## src/rtl/jtframe_ddr_arb.sv

```systemverilog
// Two-master burst arbiter in front of the DDR3 Avalon-style bridge: port A (frame buffer,
// high priority) and port B (general client). Optional B anti-starvation: JTFRAME_DDRARB_FAIR_EN.
module jtframe_ddr_arb #(
  parameter int AW    = 29,
  parameter int DW    = 64,
  parameter int FAIRN = 4
)(
  input  logic            rst,
  input  logic            clk,
  // port A
  input  logic [AW-1:0]   a_addr,
  input  logic [7:0]      a_burstcnt,
  input  logic            a_rd,
  input  logic            a_we,
  input  logic [DW-1:0]   a_din,
  input  logic [DW/8-1:0] a_be,
  output logic            a_busy,
  output logic            a_dout_ready,
  output logic [DW-1:0]   a_dout,
  // port B
  input  logic [AW-1:0]   b_addr,
  input  logic [7:0]      b_burstcnt,
  input  logic            b_rd,
  input  logic            b_we,
  input  logic [DW-1:0]   b_din,
  input  logic [DW/8-1:0] b_be,
  output logic            b_busy,
  output logic            b_dout_ready,
  output logic [DW-1:0]   b_dout,
  // DDR bridge
  output logic            ddram_clk,
  output logic [AW-1:0]   ddram_addr,
  output logic [7:0]      ddram_burstcnt,
  output logic            ddram_rd,
  output logic            ddram_we,
  output logic [DW-1:0]   ddram_din,
  output logic [DW/8-1:0] ddram_be,
  input  logic            ddram_busy,
  input  logic [DW-1:0]   ddram_dout,
  input  logic            ddram_dout_ready,
  // debug
  output logic [1:0]      owner
);

  // Handshake: a command/beat (rd or we) is transferred on a rising edge where it is
  // asserted and the matching busy is low; the requester holds it steady until then.
  // Read beats are valid on any edge where dout_ready is high (no back-pressure).

  typedef enum logic [1:0] {
    ST_IDLE   = 2'd0,
    ST_WR     = 2'd1,
    ST_RDCMD  = 2'd2,
    ST_RDDATA = 2'd3
  } state_t;

  localparam logic [1:0] OWN_NONE = 2'd0;
  localparam logic [1:0] OWN_A    = 2'd1;
  localparam logic [1:0] OWN_B    = 2'd2;

  state_t      state_q, state_d;
  logic [1:0]  owner_q, owner_d;
  logic [8:0]  cnt_q, cnt_d;
  logic [8:0]  len_q, len_d;

  logic            a_req, b_req;
  logic            grant_b, fair_hit;
  logic            fwd;
  logic [AW-1:0]   m_addr;
  logic [7:0]      m_burstcnt;
  logic            m_rd, m_we;
  logic [DW-1:0]   m_din;
  logic [DW/8-1:0] m_be;
  logic [8:0]      eff_len;

  function automatic logic [8:0] burst_len(input logic [7:0] bc);
    burst_len = (bc == 8'd0) ? 9'd256 : {1'b0, bc};
  endfunction

  assign a_req   = a_rd | a_we;
  assign b_req   = b_rd | b_we;
  assign grant_b = (state_q == ST_IDLE) && b_req && (!a_req || fair_hit);

`ifdef JTFRAME_DDRARB_FAIR_EN
  localparam int              FW       = $clog2(FAIRN + 1);
  localparam logic [FW-1:0]   FAIR_MAX = FW'(FAIRN);

  logic          grant_a;
  logic [FW-1:0] fair_q;

  assign grant_a  = (state_q == ST_IDLE) && a_req && !grant_b;
  assign fair_hit = (fair_q >= FAIR_MAX);

  // Consecutive A grants taken while B was waiting; saturates at FAIRN.
  always_ff @(posedge clk or posedge rst) begin
    if (rst) begin
      fair_q <= '0;
    end else if (!b_req || grant_b) begin
      fair_q <= '0;
    end else if (grant_a && !fair_hit) begin
      fair_q <= fair_q + 1'b1;
    end
  end
`else
  // Strict A priority: the fairness override never fires.
  assign fair_hit = (FAIRN < 0);
`endif

  // Granted master's request lines.
  always_comb begin
    m_addr     = '0;
    m_burstcnt = '0;
    m_rd       = 1'b0;
    m_we       = 1'b0;
    m_din      = '0;
    m_be       = '0;
    case (owner_q)
      OWN_A: begin
        m_addr     = a_addr;
        m_burstcnt = a_burstcnt;
        m_rd       = a_rd;
        m_we       = a_we;
        m_din      = a_din;
        m_be       = a_be;
      end
      OWN_B: begin
        m_addr     = b_addr;
        m_burstcnt = b_burstcnt;
        m_rd       = b_rd;
        m_we       = b_we;
        m_din      = b_din;
        m_be       = b_be;
      end
      default: ;
    endcase
  end

  // The first write beat carries the burst length; later beats use the latched copy.
  assign eff_len = (cnt_q == 9'd0) ? burst_len(m_burstcnt) : len_q;

  always_comb begin
    state_d = state_q;
    owner_d = owner_q;
    cnt_d   = cnt_q;
    len_d   = len_q;
    case (state_q)
      ST_IDLE: begin
        if (a_req || b_req) begin
          owner_d = grant_b ? OWN_B : OWN_A;
          cnt_d   = 9'd0;
          if (grant_b ? b_rd : a_rd) state_d = ST_RDCMD;
          else                       state_d = ST_WR;
        end
      end
      ST_WR: begin
        if (m_we && !ddram_busy) begin
          if (cnt_q == 9'd0) len_d = burst_len(m_burstcnt);
          if (cnt_q + 9'd1 == eff_len) begin
            state_d = ST_IDLE;
            owner_d = OWN_NONE;
            cnt_d   = 9'd0;
          end else begin
            cnt_d = cnt_q + 9'd1;
          end
        end
      end
      ST_RDCMD: begin
        if (m_rd && !ddram_busy) begin
          len_d   = burst_len(m_burstcnt);
          cnt_d   = 9'd0;
          state_d = ST_RDDATA;
        end
      end
      ST_RDDATA: begin
        if (ddram_dout_ready) begin
          if (cnt_q + 9'd1 == len_q) begin
            state_d = ST_IDLE;
            owner_d = OWN_NONE;
            cnt_d   = 9'd0;
          end else begin
            cnt_d = cnt_q + 9'd1;
          end
        end
      end
      default: begin
        state_d = ST_IDLE;
        owner_d = OWN_NONE;
        cnt_d   = 9'd0;
      end
    endcase
  end

  always_ff @(posedge clk or posedge rst) begin
    if (rst) begin
      state_q <= ST_IDLE;
      owner_q <= OWN_NONE;
      cnt_q   <= 9'd0;
      len_q   <= 9'd0;
    end else begin
      state_q <= state_d;
      owner_q <= owner_d;
      cnt_q   <= cnt_d;
      len_q   <= len_d;
    end
  end

  // Command path is only open while the owner may still issue rd/we beats.
  assign fwd = (state_q == ST_WR) || (state_q == ST_RDCMD);

  assign ddram_clk      = clk;
  assign ddram_addr     = m_addr;
  assign ddram_burstcnt = m_burstcnt;
  assign ddram_din      = m_din;
  assign ddram_be       = m_be;
  assign ddram_we       = (state_q == ST_WR)    && m_we;
  assign ddram_rd       = (state_q == ST_RDCMD) && m_rd;

  assign a_busy = (fwd && owner_q == OWN_A) ? ddram_busy : 1'b1;
  assign b_busy = (fwd && owner_q == OWN_B) ? ddram_busy : 1'b1;

  assign a_dout_ready = (state_q == ST_RDDATA) && (owner_q == OWN_A) && ddram_dout_ready;
  assign b_dout_ready = (state_q == ST_RDDATA) && (owner_q == OWN_B) && ddram_dout_ready;
  assign a_dout       = ddram_dout;
  assign b_dout       = ddram_dout;

  assign owner = owner_q;

endmodule

```

## config.mk

```make
export PLATFORM = sky130hd
export DESIGN_NAME = jtframe_ddr_arb
export DESIGN_NICKNAME = d
export VERILOG_FILES = /design/src/rtl/jtframe_ddr_arb.sv
export SDC_FILE = /design/constraint.sdc
export NUM_CORES = 1
export LEC_CHECK = 0
export ABC_AREA = 1
export BUFFER_PORTS_ARGS = -buffer_cell sky130_fd_sc_hd__buf_2
export CORE_AREA = 2 2 210 212
export CTS_CLUSTER_DIAMETER = 100
export DETAILED_ROUTE_END_ITERATION = 12
export DIE_AREA = 0 0 212 214
export PLACE_DENSITY_LB_ADDON = 0.15
export SYNTH_ARGS = -nofsm -noshare
export SYNTH_HDL_FRONTEND = slang
export SYNTH_SLANG_ARGS = --single-unit
```

## constraint.sdc

```tcl
create_clock -name clk -period 5.8 [get_ports clk]
set_clock_uncertainty 0.05 [all_clocks]
set_input_delay 0.29 -clock clk [delete_from_list [all_inputs] [get_ports clk]]
set_output_delay 0.29 -clock clk [all_outputs]
set_load 0.05 [all_outputs]
```

==> results of run 1 <==
==> cells in the final DEF, fill, tap and decap left out, drive strengths merged <==
master,count
nand2,375
diode,3
nor3,6
inv,54
ha,8
buf,348
nand3b,1
xor2,2
o21ai,24
a31oi,1
nand4,6
nor2,24
o22ai,3
nand3,34
dfrtp,22
clkbuf,6
o211ai,3
and3,1
a21oi,103
==> layer usage <==
layer	global-route usage (%)	wire length [um]	vias to the layer above
met5	0.970	128	-
met4	1.48	249	14
li1	-	-	2869
met1	14.5	12100	2540
met3	6.07	3170	26
met2	20.4	13700	351
==> area by class of cell <==
type,count,area (um^2)
fillers,5169,36800
multi-input cells,591,2660
repair buffers,347,1750
well taps,585,732
flip-flops and latches,22,551
inverters,54,203
clock buffers,7,155
diodes,3,7.51
==> sequential cells by signal, indices dropped and copies added (netlist names) <==
signal,cells
len_q,9
state_q,2
owner,2
cnt_q,9
==> critical path: stages <==
cell	delay (ns)
clkbuf_16	0.12
clkbuf_16	0.12
buf_2	0.21
==> power breakdown <==
group | switching (mW) | internal, mW | leakage, nW
logic | 2.76 | 0.736 | 2.89
clock network | 0.106 | 0.184 | 0.0779
registers | 0.0442 | 0.196 | 0.294
total | 2.91 | 1.12 | 3.26
==> worst paths after layout <==
path                                 startpoint                   end
setup reg to reg           owner[0]$_DFFE_PP0P_  cnt_q[2]$_DFFE_PP0P_
hold / removal                              rst  len_q[2]$_DFFE_PP0P_
max in group asynchronous                   rst  cnt_q[8]$_DFFE_PP0P_
setup / recovery                            clk             ddram_clk
hold reg to reg            len_q[5]$_DFFE_PP0P_  len_q[5]$_DFFE_PP0P_
min in group clk                           a_rd  owner[1]$_DFFE_PP0P_
==> through the flow <==
step	util [%]	instance area, um^2	power [mW]
2_1_floorplan	-	4560	3.00
6_report	14.1	6050	4.03
5_1_grt	14.1	6050	4.32
3_5_place_dp	13.8	5900	3.84
4_1_cts	14.1	6050	4.12
3_3_place_gp	13.8	5900	3.85
==> synth_stat cells, types with 3 or more instances <==
master / number / share of area [%]
nor3_1: 6 / 0.66
buf_6: 5 / 1.2
inv_2: 6 / 0.49
o211ai_1: 3 / 0.49
clkbuf_1: 35 / 2.9
nand3_1: 31 / 3.4
nand4_1: 6 / 0.82
buf_4: 130 / 21
nor2_1: 13 / 1.1
nand2_1: 369 / 30
a21oi_1: 103 / 11
nand3_2: 3 / 0.66
nor2_4: 3 / 0.74
o22ai_1: 3 / 0.41
o21ai_0: 22 / 2.4
nor2_2: 8 / 1.1
inv_1: 48 / 3.9
ha_1: 8 / 2.2
nand2_2: 4 / 0.55
dfrtp_1: 22 / 12
==> cells by family after synthesis <==
family	synth area share [%]
AND/OR/NAND/NOR	40.1
buffers and inverters	30.2
AO/OA/AOI/OAI	15.0
flip-flops	12.1
adder cells (fa/ha/maj)	2.19
XOR/XNOR	0.384
==> flow_summary.ini, run 1 <==
[worst_hold_path]
hp-class = input port to asynchronous set/reset pin

[worst_setup_path]
critPathArrivalTime_ns = 3.36
end_kind = primary output
critPathRequiredTime_ns = 5.46
r2r_cells = 12
worstSetupPathType = clock port to primary output
worst-path-max-fanout = 2
reg2reg_slack_ns = 2.81
start_kind = clock port

[logic_synthesis]
syn_nets = 1138
synth_edf_count = 0
ys_seq_elements = 22
synth_async_sr_flop_share_pct = 100
ys_seq_area_share_pct = 12.1
synth_ff_type = dfrtp_1
netlist_instances = 840
yosys_warnings = 0
synth_area_per_cell_um2 = 5.43
synth_cell_types = 28
syn-cell-area_um2 = 4560

[placed_design]
pre_cts_ws_ns = 2.37
io_buffers = 343
hpwl_um = 25000
gp_routability_congestion = 0.830
dp.cells = 1600

[floorplan]
pin_count = 536
fp.dieW_um = 212
die_area_um2 = 45400
initial_core_util_pct = 10.6
die_y_um = 214
fp-row-count = 76
core-area_um2 = 42900

[cells_and_area]
drive_above_1_share_pct = 37.4
area_growth_syn_to_layout_pct = 32.7
final_net_count = 1321
fin_cells = 1609

[timing]
fin_hold_ws_ns = 0.0883
maxSlewHeadroom_pct = 34.5
finalSetupTns_ns = 0
timing_worst_slew_pin_value_ns = 0.983
setup_ws_ns = 2.10
maxSlewViolCount = 0
grt_setup_unrepaired = no
hold_viol = 0
setup-violations-final = 0

[job]
drv_cap = 0

[grt]
grt_use_total_pct = 12.3
grt_pass1_vias = 5935
grt_overflow = 0
grt_max_degree = 87
grt_pass1_wl_um = 40800
antenna_found_initial = 10

[cts]
cts_hold_buf = 0
cts_tree = yes
clk_pin_slew_ns = 0.06
ctsResizeCount = 0
clk_latency_ns = 0.37
cts_setup_buffers = 0

[pwr]
powerDensity_nw_per_um2 = 665
vdd_drop_max_uv = 275
p_leak_nw = 3.26

[detailed_routing]
wl_um = 29300
drc = 0
wl_per_cell_um = 18.2
ant_nets = 0
drt_iter0_drc = 186
vias = 5800
drt_pre_antenna_iters = 4
vias_per_cell = 3.60

[outcome]
status = finished, final reports clean
Note: power is estimated with default switching activity, not from simulation.
==> run 2, diff against run 1 <==
Clock period 5.8 ns to 3.1 ns, I/O delays scaled along.
==> run 2 against run 1 <==
Die area did not move. Core utilization rose by 0.26 points. Cell count rose by 0.37%. Register-to-register slack got worse by 2.2 ns. Clock-buffer cell count did not move. Highest routed layer unchanged. Global-route usage fell by 0.084 points. Critical path depth rose by 3. Sequential cell count did not move. Sequential share of layout area fell by 0.17 points. Sequential power rose by 89%.
==> flow_summary.ini, run 2 (synthesized netlist as in run 1, its figures left out) <==
[cts]
ctsResizeCount = 0
clk_pin_slew_ns = 0.07
cts_tree = yes
clk_latency_ns = 0.38

[pwr]
p_leak_nw = 3.32
powerDensity_nw_per_um2 = 1250
vdd_drop_max_uv = 722

[timing]
hold_viol = 0
maxSlewHeadroom_pct = 38.0
fmax_mhz = 367
finalSetupTns_ns = 0
finalCriticalPeriod_ns = 2.73
maxSlewViolCount = 0
timing.final.crit_share_pct = 87.9
grt_setup_unrepaired = no
timing_worst_slew_pin_value_ns = 0.929
setup-violations-final = 0
setup_ws_ns = 0.374

[worst_setup_path]
reg2reg_slack_ns = 0.64
start_kind = register
critPathArrivalTime_ns = 2.52
worstSetupPathType = register to primary output
r2r-start = cnt_q[0]$_DFFE_PP0P_
r2r_cells = 17
r2r-end = cnt_q[1]$_DFFE_PP0P_
worst-path-max-fanout = 65
end_kind = primary output
critPathRequiredTime_ns = 2.89

[worst_hold_path]
worstHoldStart = a_we
whs_path_depth = 6
hold_path_end = owner[1]$_DFFE_PP0P_
hp-class = input port to register

[grt]
grt_use_met3_pct = 6.13
grt_overflow = 0
use_met2_pct = 20.3
grt_pass1_vias = 5887
grt_use_total_pct = 12.2
grt_util_met1_pct = 14.4
grt_pass1_wl_um = 40900
grt-busiest-layer = met2
antenna_found_initial = 9
grt_max_degree = 102

[detailed_routing]
vias_per_cell = 3.61
ant_nets = 0
drc = 0
wl_um = 28600
drt_iter0_drc = 206
wl_per_cell_um = 17.7
vias = 5838
drt_pre_antenna_iters = 4

[cells_and_area]
mostFrequentLayoutCells = 369 x nand2_1, 343 x buf_2, 103 x a21oi_1
area_growth_syn_to_layout_pct = 35.2
fin_cells = 1615
final_net_count = 1327
final_common_cell = nand2_1
fillers = 5221
drive_above_1_share_pct = 37.7
top_regs = cnt_q (9), len_q (9)

[placed_design]
hpwl_um = 24800
pre_cts_ws_ns = 0.540
io_buffers = 343
dp.cells = 1605
gp_routability_congestion = 0.776

[floorplan]
fp.dieW_um = 212
die_area_um2 = 45400
fp-row-count = 76
core-area_um2 = 42900
die_y_um = 214
pin_count = 536
initial_core_util_pct = 10.6

[job]
drv_cap = 0

[outcome]
status = finished, final reports clean
-- run 2: final cells by class --
type	instances	area, um^2	share of cell area (%)
multi-input cells	591	2660	43.1
repair buffers	353	1830	29.7
well taps	585	732	11.9
flip-flops and latches	22	551	8.93
inverters	54	203	3.29
clock buffers	7	155	2.52
clock inverters	1	30.0	0.487
diodes	2	5.00	0.0812
-- run 2: critical path, stage by stage (launching register included) --
cell	delay [ns]
dfrtp_1	0.45
inv_1	0.12
ha_4	0.30
buf_12	0.28
nand2_1	0.09
a21oi_1	0.48
buf_2	0.37
-- run 2: repair_timing --
| item | in CTS | in global routing |
|---|---|---|
| hold buffers | 1 | 0 |
| buffers inserted | 0 | 0 |
| hold endpoints to repair | 22 | 0 |
-- run 2: worst max-delay path by stage --
stage / from / to / slack, ns
after floorplan: owner[0]$_DFFE_PP0P_ / ddram_addr[0] / 0.39
after global placement: owner[0]$_DFFE_PP0P_ / cnt_q[0]$_DFFE_PP0P_ / 0.53
after detailed placement: owner[0]$_DFFE_PP0P_ / cnt_q[1]$_DFFE_PP0P_ / 0.54
after CTS: owner[1]$_DFFE_PP0P_ / ddram_addr[16] / 0.26
after global routing: owner[1]$_DFFE_PP0P_ / ddram_din[32] / 0.17
final: owner[1]$_DFFE_PP0P_ / ddram_be[4] / 0.37
-- run 2: power breakdown --
group / internal, mW / switching [mW]
clock: 0.430 / 0.208
sequential: 0.366 / 0.0872
combinational: 1.44 / 5.15
-- run 2: per-layer routing --
layer | part of all wire (%) | up-vias
met5 | 0.56 | -
li1 | - | 2880
met3 | 11 | 20
met1 | 41 | 2566
met2 | 47 | 360
met4 | 0.59 | 12
-- run 2: per-stage QoR --
stage / hold WS [ns] / power [mW] / utilization [%] / area (um^2)
2_1_floorplan: 0.0942 / 5.62 / - / 4560
3_3_place_gp: 0.260 / 7.28 / 13.9 / 5970
3_5_place_dp: 0.260 / 7.26 / 13.9 / 5970
4_1_cts: 0.220 / 7.86 / 14.4 / 6160
5_1_grt: 0.254 / 8.27 / 14.4 / 6160
6_report: 0.229 / 7.68 / 14.4 / 6170
==> run 3, diff against run 2 <==
==> constraint.sdc (replaced) <==
create_clock -name clk -period 3.1 [get_ports clk]
set_clock_uncertainty 0.05 [all_clocks]
set_input_delay 0 -clock clk [delete_from_list [all_inputs] [get_ports clk]]
set_output_delay 0 -clock clk [all_outputs]
set_load 0.05 [all_outputs]
==> run 3 against run 2 <==
Sequential power about the same. Cell area increased by 9.9%. Critical path type unchanged. Largest cell class unchanged. Die area did not move. Register-to-register slack worse by 0.07 ns. First-iteration DRC count rose by 61%. Via count up 3.9%. Critical path depth stayed put. Core utilization is 1.4 points higher. Total power increased by 4.2%. Global-route usage is 0.47 points higher.
==> flow_summary.ini, run 3 (synthesized netlist as in run 1, its figures left out) <==
[floorplan]
die_area_um2 = 45400
fp.dieW_um = 212
pin_count = 536
fp-row-count = 76
die_y_um = 214
initial_core_util_pct = 10.6
core-area_um2 = 42900

[grt]
grt_use_total_pct = 12.7
grt_pass1_vias = 6240
grt_max_degree = 102
antenna_found_initial = 7
grt_pass1_wl_um = 42800
grt_overflow = 0

[worst_setup_path]
worstSetupPathType = register to primary output
worst-path-max-fanout = 49
start_kind = register
critPathRequiredTime_ns = 3.05
critPathArrivalTime_ns = 2.74
end_kind = primary output

[cts]
cts_tree = yes
ctsResizeCount = 0
clk_latency_ns = 0.37
clk_pin_slew_ns = 0.06

[cells_and_area]
mostFrequentLayoutCells = 369 x nand2_1, 343 x buf_2, 103 x a21oi_1
top_regs = cnt_q (9), len_q (9)
final_net_count = 1391
diodes = 0
utilization_pct = 15.8
area_growth_syn_to_layout_pct = 48.5
final_common_cell = nand2_1
drive_above_1_share_pct = 35.7

[timing]
setup-violations-final = 0
maxSlewViolCount = 0
maxSlewHeadroom_pct = 23.7
fmax_mhz = 359
finalSetupTns_ns = 0
grt_setup_unrepaired = no
hold_viol = 0
finalCriticalPeriod_ns = 2.79
timing.final.crit_share_pct = 90.0
timing_worst_slew_pin_value_ns = 1.14

[pwr]
power_mw = 8.00
sequentialPowerShare_pct = 5.6
p_comb_share_pct = 87.6
switching_share_pct = 72.6
powerDensity_nw_per_um2 = 1180
p_clk_share_pct = 6.8
p_sw_mw = 5.81
p_int_mw = 2.19
p_leak_nw = 3.58
vdd_drop_max_uv = 661

[placed_design]
io_buffers = 343
gp_routability_congestion = 0.795
hpwl_um = 24800

[detailed_routing]
vias_per_cell = 3.62
ant_nets = 0
drc = 0
drt_pre_antenna_iters = 5
vias = 6064
wl_um = 29700
wl_per_cell_um = 17.7
drt_iter0_drc = 332

[worst_hold_path]
hp-class = input port to register

[job]
drv_cap = 0

[outcome]
status = finished, final reports clean
==> run 3: cell count changes in the layout (fill, tap and decap cells not counted) <==
cell	before	now
dlygate4sd3_1	1	62
buf_4	7	9
diode_2	2	0
buf_12	3	4
bufinv_16	1	0
==> run 3: per-stage QoR <==
stage / hold slack [ns] / std cells / worst slack (ns) / instance area, um^2
final: 0.0560 / 1676 / 0.311 / 6780
after global routing: 0.102 / 1676 / 0.119 / 6780
after CTS: 0.0505 / 1676 / 0.206 / 6780
after detailed placement: -0.0495 / 1605 / 0.520 / 5950
after global placement: -0.0495 / 1605 / 0.524 / 5950
after floorplan: -0.0608 / 840 / 0.540 / 4560
==> run 3: final cells by class <==
| type | instances | area, um^2 |
|---|---|---|
| repair buffers | 417 | 2480 |
| well taps | 585 | 732 |
| multi-input cells | 591 | 2660 |
| clock buffers | 7 | 155 |
| inverters | 54 | 203 |
| flip-flops and latches | 22 | 551 |
| fillers | 5145 | 36100 |
==> run 3: timing repair <==
item | 4_1_cts | 5_1_grt
buffers inserted | 0 | 0
hold buffers | 65 | 0
endpoints found under the hold margin | 150 | 0
==> run 3: path summary, 6_finish.rpt <==
check,from,endpoint,slack (ns),cells after the start
hold / removal,a_rd,owner[1]$_DFFE_PP0P_,0.06,6
max in group asynchronous,rst,cnt_q[0]$_DFFE_PP0P_,2.03,3
setup / recovery,owner[0]$_DFFE_PP0P_,ddram_din[11],0.31,6
hold reg to reg,len_q[5]$_DFFE_PP0P_,len_q[5]$_DFFE_PP0P_,0.46,2
min in group asynchronous,rst,len_q[7]$_DFFE_PP0P_,0.36,3
setup reg to reg,cnt_q[0]$_DFFE_PP0P_,cnt_q[2]$_DFFE_PP0P_,0.57,17
==> run 3: per-layer routing <==
metal  routed length (um)  part of all wire [%]  vias to the layer above  GRT usage (%)
met2                13800                    46                      274           20.6
li1                     -                     -                     3014              -
met5                   41                  0.14                        -              0
met4                  606                   2.0                        6           2.91
met3                 2160                   7.3                       29           3.67
met1                13100                    44                     2741           16.5
==> run 3: critical path, stage by stage (launching register included) <==
cell and delay, ns:
dfrtp_1 0.44, inv_1 0.12, ha_4 0.25, buf_4 0.47, nand2_1 0.10, a21oi_1 0.52, buf_2 0.39
==> run 3: power groups by stage <==
stage               clock [mW]  combinational (mW)  sequential (mW)
finish                   0.542                7.01            0.452
global route             0.578                7.54            0.465
CTS                      0.572                7.15            0.450
detailed placement      0.0615                6.72            0.453
global placement        0.0615                6.72            0.458
floorplan               0.0695                5.08            0.467
